==> src/rtl/vlsu_pkg.sv <==
// Shared types and default geometry for the vector load/store unit.
// Geometry constants are also used by the data memory instantiation.
package vlsu_pkg;

  localparam int VLSU_DATA_W = 32;
  localparam int VLSU_ADDR_W = 32;
  localparam int VLSU_LANES  = 4;

  typedef enum logic [2:0] {
    S_IDLE,
    S_READ,
    S_CAPTURE,
    S_WRITE,
    S_RESP
  } vlsu_state_t;

endpackage

==> src/rtl/vlsu_lane_merge.sv <==
// Per-lane select of new store data vs old memory data.
// Used by the read-modify-write masked store path.
module vlsu_lane_merge
  import vlsu_pkg::*;
#(
  parameter int dataSize = VLSU_DATA_W,
  parameter int vecSize  = VLSU_LANES
) (
  input  logic [vecSize-1:0]               mask,
  input  logic [vecSize-1:0][dataSize-1:0] new_data,
  input  logic [vecSize-1:0][dataSize-1:0] old_data,
  output logic [vecSize-1:0][dataSize-1:0] merged
);

  always_comb begin
    merged = old_data;
    for (int i = 0; i < vecSize; i++) begin
      if (mask[i]) merged[i] = new_data[i];
    end
  end

endmodule

==> src/rtl/vector_lsu.sv <==
// Vector load/store sequencer for the MEM stage data memory.
// VLSU_MASKED_STORE_EN enables per-lane masked stores via read-modify-write.
module vector_lsu
  import vlsu_pkg::*;
#(
  parameter int dataSize       = VLSU_DATA_W,
  parameter int addressingSize = VLSU_ADDR_W,
  parameter int vecSize        = VLSU_LANES
) (
  input  logic                              clk,
  input  logic                              rst_n,
  input  logic                              req_valid,
  output logic                              req_ready,
  input  logic                              req_write,
  input  logic [addressingSize-1:0]         req_addr,
  input  logic [vecSize-1:0][dataSize-1:0]  req_wdata,
  input  logic [vecSize-1:0]                req_mask,
  output logic                              resp_valid,
  input  logic                              resp_ready,
  output logic [vecSize-1:0][dataSize-1:0]  resp_rdata,
  output logic                              busy,
  output logic                              mem_write_enable,
  output logic [addressingSize-1:0]         mem_data_adr,
  output logic [vecSize-1:0][dataSize-1:0]  mem_to_write_data,
  input  logic [vecSize-1:0][dataSize-1:0]  mem_read_data
);

  vlsu_state_t state;

`ifdef VLSU_MASKED_STORE_EN
  logic                             wr_q;
  logic [vecSize-1:0]               mask_q;
  logic [vecSize-1:0][dataSize-1:0] wdata_q;
  logic [vecSize-1:0][dataSize-1:0] merged;

  vlsu_lane_merge #(
    .dataSize (dataSize),
    .vecSize  (vecSize)
  ) u_merge (
    .mask     (mask_q),
    .new_data (wdata_q),
    .old_data (mem_read_data),
    .merged   (merged)
  );
`else
  logic unused_mask;
  assign unused_mask = ^req_mask;
`endif

  always_ff @(posedge clk or negedge rst_n) begin
    if (!rst_n) begin
      state             <= S_IDLE;
      req_ready         <= 1'b1;
      busy              <= 1'b0;
      resp_valid        <= 1'b0;
      resp_rdata        <= '0;
      mem_write_enable  <= 1'b0;
      mem_data_adr      <= '0;
      mem_to_write_data <= '0;
`ifdef VLSU_MASKED_STORE_EN
      wr_q              <= 1'b0;
      mask_q            <= '0;
      wdata_q           <= '0;
`endif
    end else begin
      unique case (state)
        S_IDLE: begin
          if (req_valid) begin
            mem_data_adr <= req_addr;
            resp_rdata   <= '0;
            req_ready    <= 1'b0;
            busy         <= 1'b1;
`ifdef VLSU_MASKED_STORE_EN
            wr_q    <= req_write;
            mask_q  <= req_mask;
            wdata_q <= req_wdata;
            if (!req_write) begin
              state <= S_READ;
            end else if (~|req_mask) begin
              state      <= S_RESP;
              resp_valid <= 1'b1;
            end else if (!(&req_mask)) begin
              state <= S_READ;
            end else begin
              state             <= S_WRITE;
              mem_write_enable  <= 1'b1;
              mem_to_write_data <= req_wdata;
            end
`else
            if (!req_write) begin
              state <= S_READ;
            end else begin
              state             <= S_WRITE;
              mem_write_enable  <= 1'b1;
              mem_to_write_data <= req_wdata;
            end
`endif
          end
        end
        S_READ: begin
          state <= S_CAPTURE;
        end
        S_CAPTURE: begin
`ifdef VLSU_MASKED_STORE_EN
          if (wr_q) begin
            state             <= S_WRITE;
            mem_write_enable  <= 1'b1;
            mem_to_write_data <= merged;
          end else begin
            state      <= S_RESP;
            resp_valid <= 1'b1;
            resp_rdata <= mem_read_data;
          end
`else
          state      <= S_RESP;
          resp_valid <= 1'b1;
          resp_rdata <= mem_read_data;
`endif
        end
        S_WRITE: begin
          state            <= S_RESP;
          mem_write_enable <= 1'b0;
          resp_valid       <= 1'b1;
        end
        S_RESP: begin
          if (resp_ready) begin
            state      <= S_IDLE;
            resp_valid <= 1'b0;
            busy       <= 1'b0;
            req_ready  <= 1'b1;
          end
        end
        default: begin
          state            <= S_IDLE;
          mem_write_enable <= 1'b0;
          resp_valid       <= 1'b0;
          busy             <= 1'b0;
          req_ready        <= 1'b1;
        end
      endcase
    end
  end

endmodule

==> config.mk <==
export PLATFORM = sky130hd
export DESIGN_NAME = vector_lsu
export DESIGN_NICKNAME = d
export VERILOG_FILES = /design/src/rtl/vlsu_pkg.sv /design/src/rtl/vlsu_lane_merge.sv /design/src/rtl/vector_lsu.sv
export SDC_FILE = /design/constraint.sdc
export NUM_CORES = 1
export LEC_CHECK = 0
export CORE_AREA = 2 2 231 233
export DETAILED_ROUTE_END_ITERATION = 12
export DIE_AREA = 0 0 233 235
export SLEW_MARGIN = 15
export SYNTH_ARGS = -nofsm -noshare
export SYNTH_HDL_FRONTEND = slang
export SYNTH_SLANG_ARGS = --single-unit
==> constraint.sdc <==
create_clock -name clk -period 1.7 [get_ports clk]
set_input_delay 0.34 -clock clk [delete_from_list [all_inputs] [get_ports clk]]
set_output_delay 0.34 -clock clk [all_outputs]
set_load 0.01 [all_outputs]
==> summary by stage, run 1 <==
Worst setup path
STA classifies the critical path startpoint as a flop. The largest single stage delay on the critical path is 0.40 ns. Walking the worst path, the cells encountered are nor4b_4, nand2_4, buf_6, buf_4, mux2_2. The critical path contains buffers and inverters numbering 2 combined.

The maximum fanout along the worst path is 10. The largest delay contributor family on the critical path is simple AND/OR/NAND/NOR gates. For the worst setup path, the data required time is 2.10 ns. The largest individual stage delay along the critical path comes from the cell sky130_fd_sc_hd__dfrtp_1.

At the worst endpoint, the arrival time is 2.05 ns. The element type at the critical path end is a flop. The type of the worst setup path is reg2reg.

Floorplan
The die is 233 um wide. In this run the count of I/O pins placed on the die edge is 589. The row count is 84. The core footprint is 52,200 sq um.

The starting density of the core is 0.204. The die footprint is 54,800 sq um. The vertical die dimension is 235 um.

GRT
The initial antenna violation count is 3. The first global-routing pass estimated 54.9 mm of wire. The total overflow reported by the global router is 0. The number of global-route vias before repair is 8,904.

The maximum number of pins on one net before global-route repair is 67. The total routing resource utilization after global routing is 0.132.

Layout
The final antenna diode count is 0. The library cell used most frequently in the layout, excluding fill and tap cells, is sky130_fd_sc_hd__dfrtp_1. The top cell types in the final layout, fill and taps aside, are sky130_fd_sc_hd__dfrtp_1 (294), sky130_fd_sc_hd__clkdlybuf4s50_1 (291), sky130_fd_sc_hd__dlygate4sd2_1 (288), sky130_fd_sc_hd__mux2_2 (161), sky130_fd_sc_hd__a22o_1 (128).

The final cell count without fillers is 1,993. The final core area utilization is 0.356. The area added between synthesis and finish is 74.6%. The final net count is 1,576. The fraction of layout cells with a size suffix above 1 is 0.216.

Min path
The path class of the tightest hold or removal check is in2async.

Place
The placer congestion estimate is 0.791. The pre-CTS setup slack is -0.403 ns. The HPWL reported at the end of detailed placement is 28.1 mm. During placement, the flow inserted port buffers numbering 584. The number of placed instances, taps included is 1,927.

Job
The max-cap violation count is 0.

STA
The number of hold violations in the final report came to 0. The highest clock frequency the design can meet is 608 MHz. The final cycle utilization of the critical path is 0.968.

The final-report max-slew violation count came to 0. The setup violation total in the final timing report is 0. For the pin with the worst max-slew slack, the measured transition is 0.376 ns. The post-route setup TNS is 0 ns. Setup repair after global routing could not meet its margin everywhere. The clock period minus final worst setup slack is 1.65 ns. The worst-case hold slack is 0.261 ns. In this run the tightest slew margin relative to its limit is 0.749.

The largest clock skew in the final design is 0.0142 ns. The least setup slack across all paths after layout is 0.0546 ns.

Run status
The run finished with clean final reports.

Routing
The number of antenna-violating nets in the routed design is 0. The number of vias in the routed layout is 8,096. For this block, the routed nets add up to 36.8 mm of wire.

After detailed routing, the number of remaining DRC violations is 0. Using the TritonRoute via totals, the vias-per-cell ratio works out to 4.06. The average wire length per cell after detail routing is 18.5 um. The count of routing violations after the opening detailed-route iteration is 240.

The first detailed-routing pass ran for 4 iterations.

CTS
The tree is rooted in a sky130_fd_sc_hd__clkbuf_16. The clock passes through at most 3 buffers. The number of H-tree branching levels is 2. The later pin in the worst-skew pair is clocked with a latency of 0.53 ns. CTS saw 295 sinks. TritonCTS built the clock tree.

Counting the buffers created by CTS gives 34. The clock transition at the register clock pins on the worst setup and hold paths after CTS is 0.06 ns.

Pwr
Of the total power, combinational logic draws 0.401. The internal portion of the total power is 21,400 uW. In this run the power density over the cells is 1710 nW/um^2. Of the total power, registers draw 0.367. The switching power is 10,300 uW.

Of the total power, the share spent switching nets is 0.326. In this run the static leakage power is 0.00877 uW. VDD sags by at most 0.000565 V.

The share of total power dissipated in the clock network is 0.232.

Logic synthesis
The number of standard cells after synthesis is 654. The total of warnings raised by yosys is 0. In this run, synthesis produced a sequential element count of 295. The cell area after synthesis is 10,700 sq um. Of the synthesized area, sequential elements account for 0.692. The number of different library cells used by synthesis comes to 20. Counting every net in the synthesized netlist gives 951. Averaged over all synthesized cells, the footprint is 16.3 sq um.
-- what timing repair did --
item | in CTS | in global routing
endpoints found under the hold margin | 87 | 0
endpoints found under the setup margin | 402 | 197
pin swaps | 2 | 1
cloned | 1 | 0
resized for setup | 306 | 6
setup buffers | 2 | 0
hold buffers | 1 | 0
-- cell type report --
type | count | area [sq um]
Clock inverter | 13 | 80.1
Inverter | 3 | 11.3
Multi-Input combinational cell | 308 | 3090
Tap cell | 688 | 861
Fill cell | 5156 | 33600
Clock buffer | 49 | 1070
Sequential cell | 295 | 7380
Timing Repair Buffer | 637 | 6120
-- sequential cells by signal (all words and copies together), names as in the netlist --
signal,count
mem_to_write_data,128
resp_rdata,128
mem_data_adr,32
state,3
busy,1
mem_write_enable,1
req_ready,1
resp_valid,1
-- power groups by stage --
stage,registers [uW],clock network (uW),logic (uW)
2_1_floorplan,13000,0,4860
5_1_grt,12000,7970,13800
4_1_cts,11700,7660,13000
3_3_place_gp,11800,0,14700
3_5_place_dp,11900,0,14900
6_report,11700,7370,12800
-- cells in the mapped netlist (all sizes together) --
master,instances,area [sq um]
dfrtp,294,7360
mux2,161,1810
a22o,128,1120
clkbuf,28,105
buf,20,105
inv,3,11.3
nor2,3,11.3
o21ai,3,15.0
a21oi,2,10.0
nor2b,2,12.5
nor3,2,10.0
a211o,1,8.76
dfstp,1,26.3
nand2,1,3.75
nor3b,1,7.51
nor4b,1,23.8
o21a,1,7.51
o22a,1,8.76
o31ai,1,7.51
-- routing by layer --
metal | vias up | GRT usage | wire length (um)
li1 | 3658 | - | -
met1 | 3970 | 0.149 | 14100
met4 | 6 | 0.0479 | 1120
met2 | 396 | 0.226 | 18000
met5 | - | 0 | 46
met3 | 66 | 0.0478 | 3480
-- cells by family (layout without fill, tap and decap cells) --
| family | after synthesis | count (layout) | synth area share |
|---|---|---|---|
| AND/OR/NAND/NOR | 10 | 10 | 0.00645 |
| flip-flops | 295 | 295 | 0.692 |
| AO/OA/AOI/OAI | 137 | 137 | 0.111 |
| multiplexers | 161 | 161 | 0.170 |
| buffers and inverters | 51 | 702 | 0.0208 |
-- final timing paths --
path / cells past startpoint / slack (ns) / endpoint / startpoint
max in group asynchronous: 4 / 0.69 / mem_data_adr[21] / rst_n
worst max register to register: 5 / 0.05 / mem_to_write_data[79] / state[2]
worst max-delay path: 5 / 0.05 / mem_to_write_data[79] / state[2]
worst min-delay path: 2 / 0.26 / mem_to_write_data[62] / rst_n
worst min register to register: 1 / 0.49 / resp_rdata[100] / resp_rdata[100]
min in group clk: 2 / 0.41 / resp_rdata[82] / mem_read_data[82]
-- through the flow --
| stage | cell area (sq um) | power [uW] |
|---|---|---|
| finish | 18600 | 31800 |
| CTS | 18600 | 32300 |
| floorplan | 10800 | 17900 |
| global route | 18600 | 33800 |
| global placement | 17700 | 26500 |
| detailed placement | 17700 | 26800 |
Power figures use the tool's default switching activity.
==> run 2, diff against run 1 <==
- CTS_CLUSTER_DIAMETER: default -> 100
- MAX_ROUTING_LAYER: default -> met4
==> run 2 against run 1 <==
  * First-iteration DRC count is 19% higher
  * Power is 0.43% lower
  * Largest power group unchanged
  * Worst setup slack worse by 0.016 ns
  * Via count hardly changed
  * Sequential power hardly changed
  * Largest cell class unchanged
  * Cell area is 0.19% higher
==> summary by stage, run 2 (same netlist as run 1, synthesis figures left out) <==
Run status
Result of the run: completed (unchanged).

Layout
The final net count is 1,580 (was 1,576). The area taken by flip-flops and latches is 7380 sq um (unchanged). The area occupied by multi-input gates was 3090 sq um (about the same). The number of fill cells came to 5,155 (was 5,156). The most common cell after layout, fill and taps aside is sky130_fd_sc_hd__dfrtp_1 (unchanged). The fraction of layout cells with a size suffix above 1 came to 0.212 (was 0.216).

The area added between synthesis and finish came to 74.9% (was 74.6%). Commonest non-fill, non-tap cells in the layout: sky130_fd_sc_hd__dfrtp_1 (294), sky130_fd_sc_hd__clkdlybuf4s50_1 (291), sky130_fd_sc_hd__dlygate4sd2_1 (288), sky130_fd_sc_hd__mux2_2 (160), sky130_fd_sc_hd__a22o_1 (128) (was sky130_fd_sc_hd__dfrtp_1 (294), sky130_fd_sc_hd__clkdlybuf4s50_1 (291), sky130_fd_sc_hd__dlygate4sd2_1 (288), sky130_fd_sc_hd__mux2_2 (161), sky130_fd_sc_hd__a22o_1 (128)). Largest regs: mem_to_write_data (128), resp_rdata (128), mem_data_adr (32) (unchanged).

STA
The headroom to the max-slew limit is 0.750 (was 0.749). The transition time of the tightest slew-check pin is 0.375 ns (was 0.376 ns). The post-route setup TNS came to 0 ns (unchanged). The worst-case hold slack was 0.263 ns (was 0.261 ns). The setup violation total in the final timing report was 0 (unchanged). The final-report max-slew violation count is 0 (unchanged).

The largest clock skew in the final design is 0.0148 ns (was 0.0142 ns). The number of hold violations in the final report came to 0 (unchanged). The highest clock frequency the design can meet is 602 MHz (was 608 MHz). The clock period minus final worst setup slack was 1.66 ns (was 1.65 ns). The final cycle utilization of the critical path is 0.977 (was 0.968).

Setup repair after global routing missed its margin: yes (unchanged).

Routing
The count of TritonRoute iterations in the first routing pass is 4 (unchanged). The number of vias in the routed layout is 8,093 (was 8,096). The number of remaining DRC errors is 0 (unchanged).

The average wire length per cell after detail routing is 18.6 um (was 18.5 um). The number of antenna-violating nets in the routed design was 0 (unchanged). The count of routing violations after the opening detailed-route iteration was 286 (was 240). The total wire length after detailed routing came to 37.2 mm (was 36.8 mm).

The detail-routed via count per cell was 4.06 (about the same).

Place
The HPWL reported at the end of detailed placement came to 28.1 mm (unchanged). The placer congestion estimate is 0.802 (was 0.791). The number of buffers inserted by port buffering is 584 (unchanged).

GRT
The total overflow reported by the global router is 0 (unchanged). The global-route wire length before repair was 54.7 mm (was 54.9 mm). The total routing resource utilization after global routing came to 0.135 (was 0.132). The initial antenna violation count was 3 (unchanged). The number of global-route vias before repair is 8,986 (was 8,904).

The maximum number of pins on one net before global-route repair came to 67 (unchanged).

Floorplan
The I/O pin total is 589 (unchanged). The vertical die dimension came to 235 um (unchanged). The die footprint is 54,800 sq um (unchanged). The floorplan die width came to 233 um (unchanged). The starting density of the core is 0.204 (unchanged). The core footprint is 52,200 sq um (unchanged). The row count is 84 (unchanged).

Worst setup path
The end of the worst register-to-register path was mem_to_write_data[1] (was mem_to_write_data[79]). The worst reg2reg path startpoint is state[2] (unchanged). The data arrival at the endpoint of the critical path is 2.06 ns (was 2.05 ns). The type of the worst setup path is reg2reg (unchanged). The cell with the largest stage delay on the worst path is sky130_fd_sc_hd__dfrtp_1 (unchanged). The largest stage delay on the critical path is 0.40 ns (about the same).

The element type at the critical path end was a flop (unchanged). The largest delay contributor family on the critical path is simple AND/OR/NAND/NOR gates (unchanged). The endpoint required time on the critical path is 2.10 ns (about the same).

The worst reg-to-reg path cell count is 5 (unchanged). Critical path, cell by cell: nor4b_4, nand2_4, buf_12, buf_16, mux2_4 (was nor4b_4, nand2_4, buf_6, buf_4, mux2_2). The number of buffer and inverter stages on the critical path is 2 (unchanged). The maximum fanout along the worst path came to 6 (was 10). The type of element launching the critical path is a flop (unchanged).

The slack of the worst reg-to-reg path is 0.04 ns (was 0.05 ns).

CTS
The clock transition at the register clock pins on the worst setup and hold paths after CTS is 0.06 ns (about the same). The clock latency reported for the late side of the worst-skew pair is 0.53 ns (about the same). The number of buffers added by the clock tree synthesis step is 34 (unchanged).

The clock tree root driver cell is sky130_fd_sc_hd__clkbuf_16 (unchanged). The CTS tree is done (unchanged). The number of buffers on the longest clock path is 3 (unchanged). The number of H-tree branching levels came to 2 (unchanged).

The total number of clock tree sinks is 295 (unchanged).

Job
The max-cap violation count was 0 (unchanged).

Pwr
The peak supply drop is 0.000561 V (was 0.000565 V). The clock group share of total power is 0.223 (was 0.232). The logic gate share of total power is 0.408 (was 0.401). The power share of the sequential group is 0.369 (was 0.367).

The fraction of power spent switching nets is 0.326 (about the same). The cell-internal power is 21,300 uW (was 21,400 uW). The switching power was 10,300 uW (about the same). The total power is 31,700 uW (was 31,800 uW).

The power density of the placed cells is 1700 nW/um^2 (was 1710 nW/um^2). The reported leakage power is 0.00879 uW (was 0.00877 uW).

Min path
The path category of the worst min-delay check is in2async (unchanged).
-- run 2: area by class of cell --
type,count,share of cell area
diodes,3,0.000402
clock buffers,48,0.0528
clock inverters,9,0.00429
inverters,3,0.000604
multi-input cells,308,0.166
flip-flops and latches,295,0.396
well taps,688,0.0461
repair buffers,641,0.334
-- run 2: how the worst max path moves through the flow --
stage / depth (start not counted) / slack (ns) / endpoint / start
after detailed placement: 5 / -0.40 / mem_to_write_data[15] / req_valid
final: 5 / 0.04 / mem_to_write_data[1] / state[2]
after floorplan: 6 / -0.04 / mem_to_write_data[0] / state[2]
after global routing: 5 / -0.03 / resp_rdata[127] / state[2]
after CTS: 1 / 0.0001 / resp_rdata[27] / resp_rdata[27]
after global placement: 5 / -0.41 / mem_to_write_data[63] / req_valid
-- run 2: repair_timing --
item                                   in CTS  in global routing
gates cloned                                1                  4
pin swaps                                   2                  2
setup endpoints to repair                 417                239
endpoints found under the hold margin      87                  0
buffers inserted                            2                  0
hold buffers                                1                  0
resized for setup                         304                 17
-- run 2: metrics by stage --
stage	cell area (sq um)	setup WS, ns	utilization	instances
2_1_floorplan	10800	-0.0401	-	654
3_3_place_gp	17700	-0.408	0.339	1927
3_5_place_dp	17700	-0.403	0.339	1927
4_1_cts	18500	0.000121	0.354	1988
5_1_grt	18700	-0.0272	0.357	1995
6_report	18700	0.0388	0.357	1995
-- run 2: routing by layer --
layer,track usage,wire [um]
met5,-,0
met4,0.0475,1140
met3,0.0447,3290
met2,0.227,18200
met1,0.150,14500
-- run 2: power by group through the flow --
stage	clock network [uW]	logic, uW	registers [uW]
2_1_floorplan	0	4860	13000
3_3_place_gp	0	14700	11800
3_5_place_dp	0	14900	11900
4_1_cts	7330	13000	11700
5_1_grt	7640	13900	12100
6_report	7070	12900	11700
==> run 3, diff against run 2 <==
- GPL_TIMING_DRIVEN: default -> 0
- HOLD_SLACK_MARGIN: default -> 0.15
- TNS_END_PERCENT: default -> 20
==> run 3 against run 2 <==
  * The run now ends with setup timing left
  * Die area did not move
  * Routed wire length rose by 2.4%
  * Power rose by 3.6%
  * Final cell count rose by 0.30%
  * Global-route usage rose by 0.068 points
  * Sequential power barely moved
  * Combinational power rose by 8%
  * Non-clock buffer count rose by 6
  * Clock-buffer cell count rose by 1
  * Clock power rose by 3.5%
  * Worst setup slack got worse by 0.12 ns
  * Critical path type unchanged
  * Largest cell class unchanged
  * Highest routed layer unchanged
==> summary by stage, run 3 (same netlist as run 1, synthesis figures left out) <==
Run status
Result of the run: finished with violations (was completed). The final reports fail on setup timing.

Routing
The detail-routed via count per cell is 4.10 (was 4.06). The count of routing violations after the opening detailed-route iteration is 167 (was 286). The number of vias in the routed layout is 8,196 (was 8,093). The number of remaining DRC errors was 0 (unchanged). The count of TritonRoute iterations in the first routing pass came to 4 (unchanged). The number of antenna-violating nets in the routed design is 0 (unchanged).

The average wire length per cell after detail routing is 19.0 um (was 18.6 um). The total wire length after detailed routing came to 38.1 mm (was 37.2 mm).

Pwr
The power share of the sequential group was 0.353 (was 0.369). The logic gate share of total power is 0.423 (was 0.408). The switching power is 10,600 uW (was 10,300 uW).

The reported leakage power came to 0.00892 uW (was 0.00879 uW). The fraction of power spent switching nets is 0.325 (was 0.326). The cell-internal power is 22,100 uW (was 21,300 uW). The total power was 32,800 uW (was 31,700 uW). The clock group share of total power was 0.223 (about the same). The power density of the placed cells is 1740 nW/um^2 (was 1700 nW/um^2). The peak supply drop is 0.000726 V (was 0.000561 V).

Floorplan
The floorplan die width is 233 um (unchanged). The starting density of the core is 0.204 (unchanged). The die footprint is 54,800 sq um (unchanged). The row count is 84 (unchanged).

The I/O pin total is 589 (unchanged). The vertical die dimension is 235 um (unchanged). The core footprint came to 52,200 sq um (unchanged).

GRT
The number of global-route vias before repair came to 9,096 (was 8,986). The maximum number of pins on one net before global-route repair is 96 (was 67). The total routing resource utilization after global routing is 0.136 (was 0.135).

The total overflow reported by the global router was 0 (unchanged). The global-route wire length before repair came to 54.5 mm (was 54.7 mm). The initial antenna violation count came to 3 (unchanged).

Min path
The path category of the worst min-delay check is in2async (unchanged).

Worst setup path
The largest delay contributor family on the critical path is buffers and inverters (was simple AND/OR/NAND/NOR gates). The cell with the largest stage delay on the worst path is sky130_fd_sc_hd__dfrtp_1 (unchanged). The worst reg-to-reg path cell count is 7 (was 5). The end of the worst register-to-register path is mem_to_write_data[61] (was mem_to_write_data[1]).

The endpoint required time on the critical path is 2.09 ns (was 2.10 ns). The slack of the worst reg-to-reg path is -0.08 ns (was 0.04 ns). The data arrival at the endpoint of the critical path was 2.18 ns (was 2.06 ns). The type of element launching the critical path is a flop (unchanged). The largest stage delay on the critical path came to 0.37 ns (was 0.40 ns). The number of buffer and inverter stages on the critical path is 4 (was 2). The worst reg2reg path startpoint is state[2] (unchanged). Among the stages of the critical path, the cell type that occurs most often is sky130_fd_sc_hd__buf_6. The type of the worst setup path is reg2reg (unchanged). Critical path, cell by cell: buf_6, nor4b_4, buf_6, nand2_8, buf_12, clkbuf_16, mux2_2 (was nor4b_4, nand2_4, buf_12, buf_16, mux2_4).

The element type at the critical path end is a flop (unchanged). The maximum fanout along the worst path is 6 (unchanged).

CTS
The number of buffers added by the clock tree synthesis step is 36 (was 34). The number of H-tree branching levels is 2 (unchanged). The clock tree root driver cell was sky130_fd_sc_hd__clkbuf_16 (unchanged). The clock transition at the register clock pins on the worst setup and hold paths after CTS is 0.06 ns (about the same). The CTS tree is done (unchanged). The total number of clock tree sinks was 295 (unchanged). The clock latency reported for the late side of the worst-skew pair is 0.53 ns (about the same). The number of buffers on the longest clock path is 3 (unchanged).

Layout
Largest regs: mem_to_write_data (128), resp_rdata (128), mem_data_adr (32) (unchanged). The final net count is 1,588 (was 1,580). The most common cell after layout, fill and taps aside is sky130_fd_sc_hd__dfrtp_1 (unchanged).

The fraction of layout cells with a size suffix above 1 is 0.218 (was 0.212). The area added between synthesis and finish is 77.0% (was 74.9%). Commonest non-fill, non-tap cells in the layout: sky130_fd_sc_hd__dfrtp_1 (294), sky130_fd_sc_hd__clkdlybuf4s50_1 (291), sky130_fd_sc_hd__dlygate4sd2_1 (287), sky130_fd_sc_hd__mux2_2 (144), sky130_fd_sc_hd__a22o_1 (128) (was sky130_fd_sc_hd__dfrtp_1 (294), sky130_fd_sc_hd__clkdlybuf4s50_1 (291), sky130_fd_sc_hd__dlygate4sd2_1 (288), sky130_fd_sc_hd__mux2_2 (160), sky130_fd_sc_hd__a22o_1 (128)). The final cell count without fillers is 2,001 (was 1,995).

Place
The number of buffers inserted by port buffering is 584 (unchanged). The pre-CTS setup slack is -1.07 ns (was -0.403 ns). The number of placed instances, taps included is 1,929 (was 1,927). The HPWL reported at the end of detailed placement came to 29.1 mm (was 28.1 mm). The placer congestion estimate is 0.889 (was 0.802).

STA
The clock period minus final worst setup slack came to 1.78 ns (was 1.66 ns). The number of hold violations in the final report is 0 (unchanged). The final cycle utilization of the critical path is 1.05 (was 0.977). Setup repair after global routing missed its margin: yes (unchanged).

The transition time of the tightest slew-check pin is 0.592 ns (was 0.375 ns). The least setup slack across all paths after layout came to -0.0813 ns (was 0.0388 ns). The headroom to the max-slew limit is 0.605 (was 0.750). The post-route setup TNS came to -7.90 ns (was 0 ns).

The setup violation total in the final timing report is 165 (was 0). The largest clock skew in the final design is 0.0169 ns (was 0.0148 ns). The highest clock frequency the design can meet was 561 MHz (was 602 MHz). The final-report max-slew violation count is 0 (unchanged).

Job
The max-cap violation count came to 0 (unchanged).
run 3: cell count changes in the layout (fill, tap and decap cells not counted), sizes merged:
| cell | previous run | this run |
|---|---|---|
| clkinv | 6 | 5 |
| buf | 55 | 42 |
| clkbuf | 53 | 71 |
| dlygate4sd2 | 288 | 287 |
| clkdlybuf4s15 | 1 | 4 |
run 3: final cells by class:
class | instances | area [sq um]
buffer | 48 | 627
timing repair buffer | 599 | 5730
tap | 688 | 861
antenna | 3 | 7.51
multi-input combinational | 308 | 3150
clock inverter | 8 | 75.1
clock buffer | 49 | 1030
inverter | 3 | 11.3
fill | 5219 | 33400
sequential | 295 | 7380
run 3: power by group through the flow:
stage	sequential, uW	clock [uW]	combinational [uW]
after global placement	11800	0	14700
final	11600	7320	13900
after detailed placement	11800	0	14900
after CTS	11600	7620	13600
after global routing	11900	7880	14800
after floorplan	13000	0	4860
run 3: worst register-to-register path, delay by kind of cell (launching register included):
family	cells	cell delay, ns
AND/OR/NAND/NOR	2	0.37
multiplexers	1	0.27
buffers and inverters	4	0.64
flip-flops	1	0.37
run 3: timing repair:
action / in CTS / in global routing
buffers inserted: 6 / 3
hold buffers: 1 / 0
pin swaps: 1 / 1
resized for setup: 379 / 50
endpoints found under the setup margin: 581 / 275
endpoints found under the hold margin: 118 / 0
gates cloned: 0 / 2
run 3: how the worst max path moves through the flow:
stage                     startpoint                    end  slack [ns]  cells after the start
after floorplan             state[2]   mem_to_write_data[0]       -0.04                      6
after global placement         rst_n         resp_rdata[85]      -12.63                      1
after CTS                   state[1]  mem_to_write_data[61]       -0.09                      7
after detailed placement   req_valid         resp_rdata[26]       -1.07                      6
after global routing        state[2]  mem_to_write_data[61]       -0.14                      7
final                       state[2]  mem_to_write_data[61]       -0.08                      7
run 3: through the flow:
step,cell area [sq um],utilization,hold slack [ns]
final,18900,0.361,0.309
after CTS,18600,0.356,0.278
after global routing,18900,0.361,0.304
after detailed placement,17600,0.336,0.267
after floorplan,10800,-,0.0444
after global placement,17500,0.334,0.481
run 3: routing by layer:
metal  wire length [um]  track usage
met3               3430       0.0471
met2              18900        0.233
met5                  0            -
met4               1350       0.0550
met1              14400        0.142
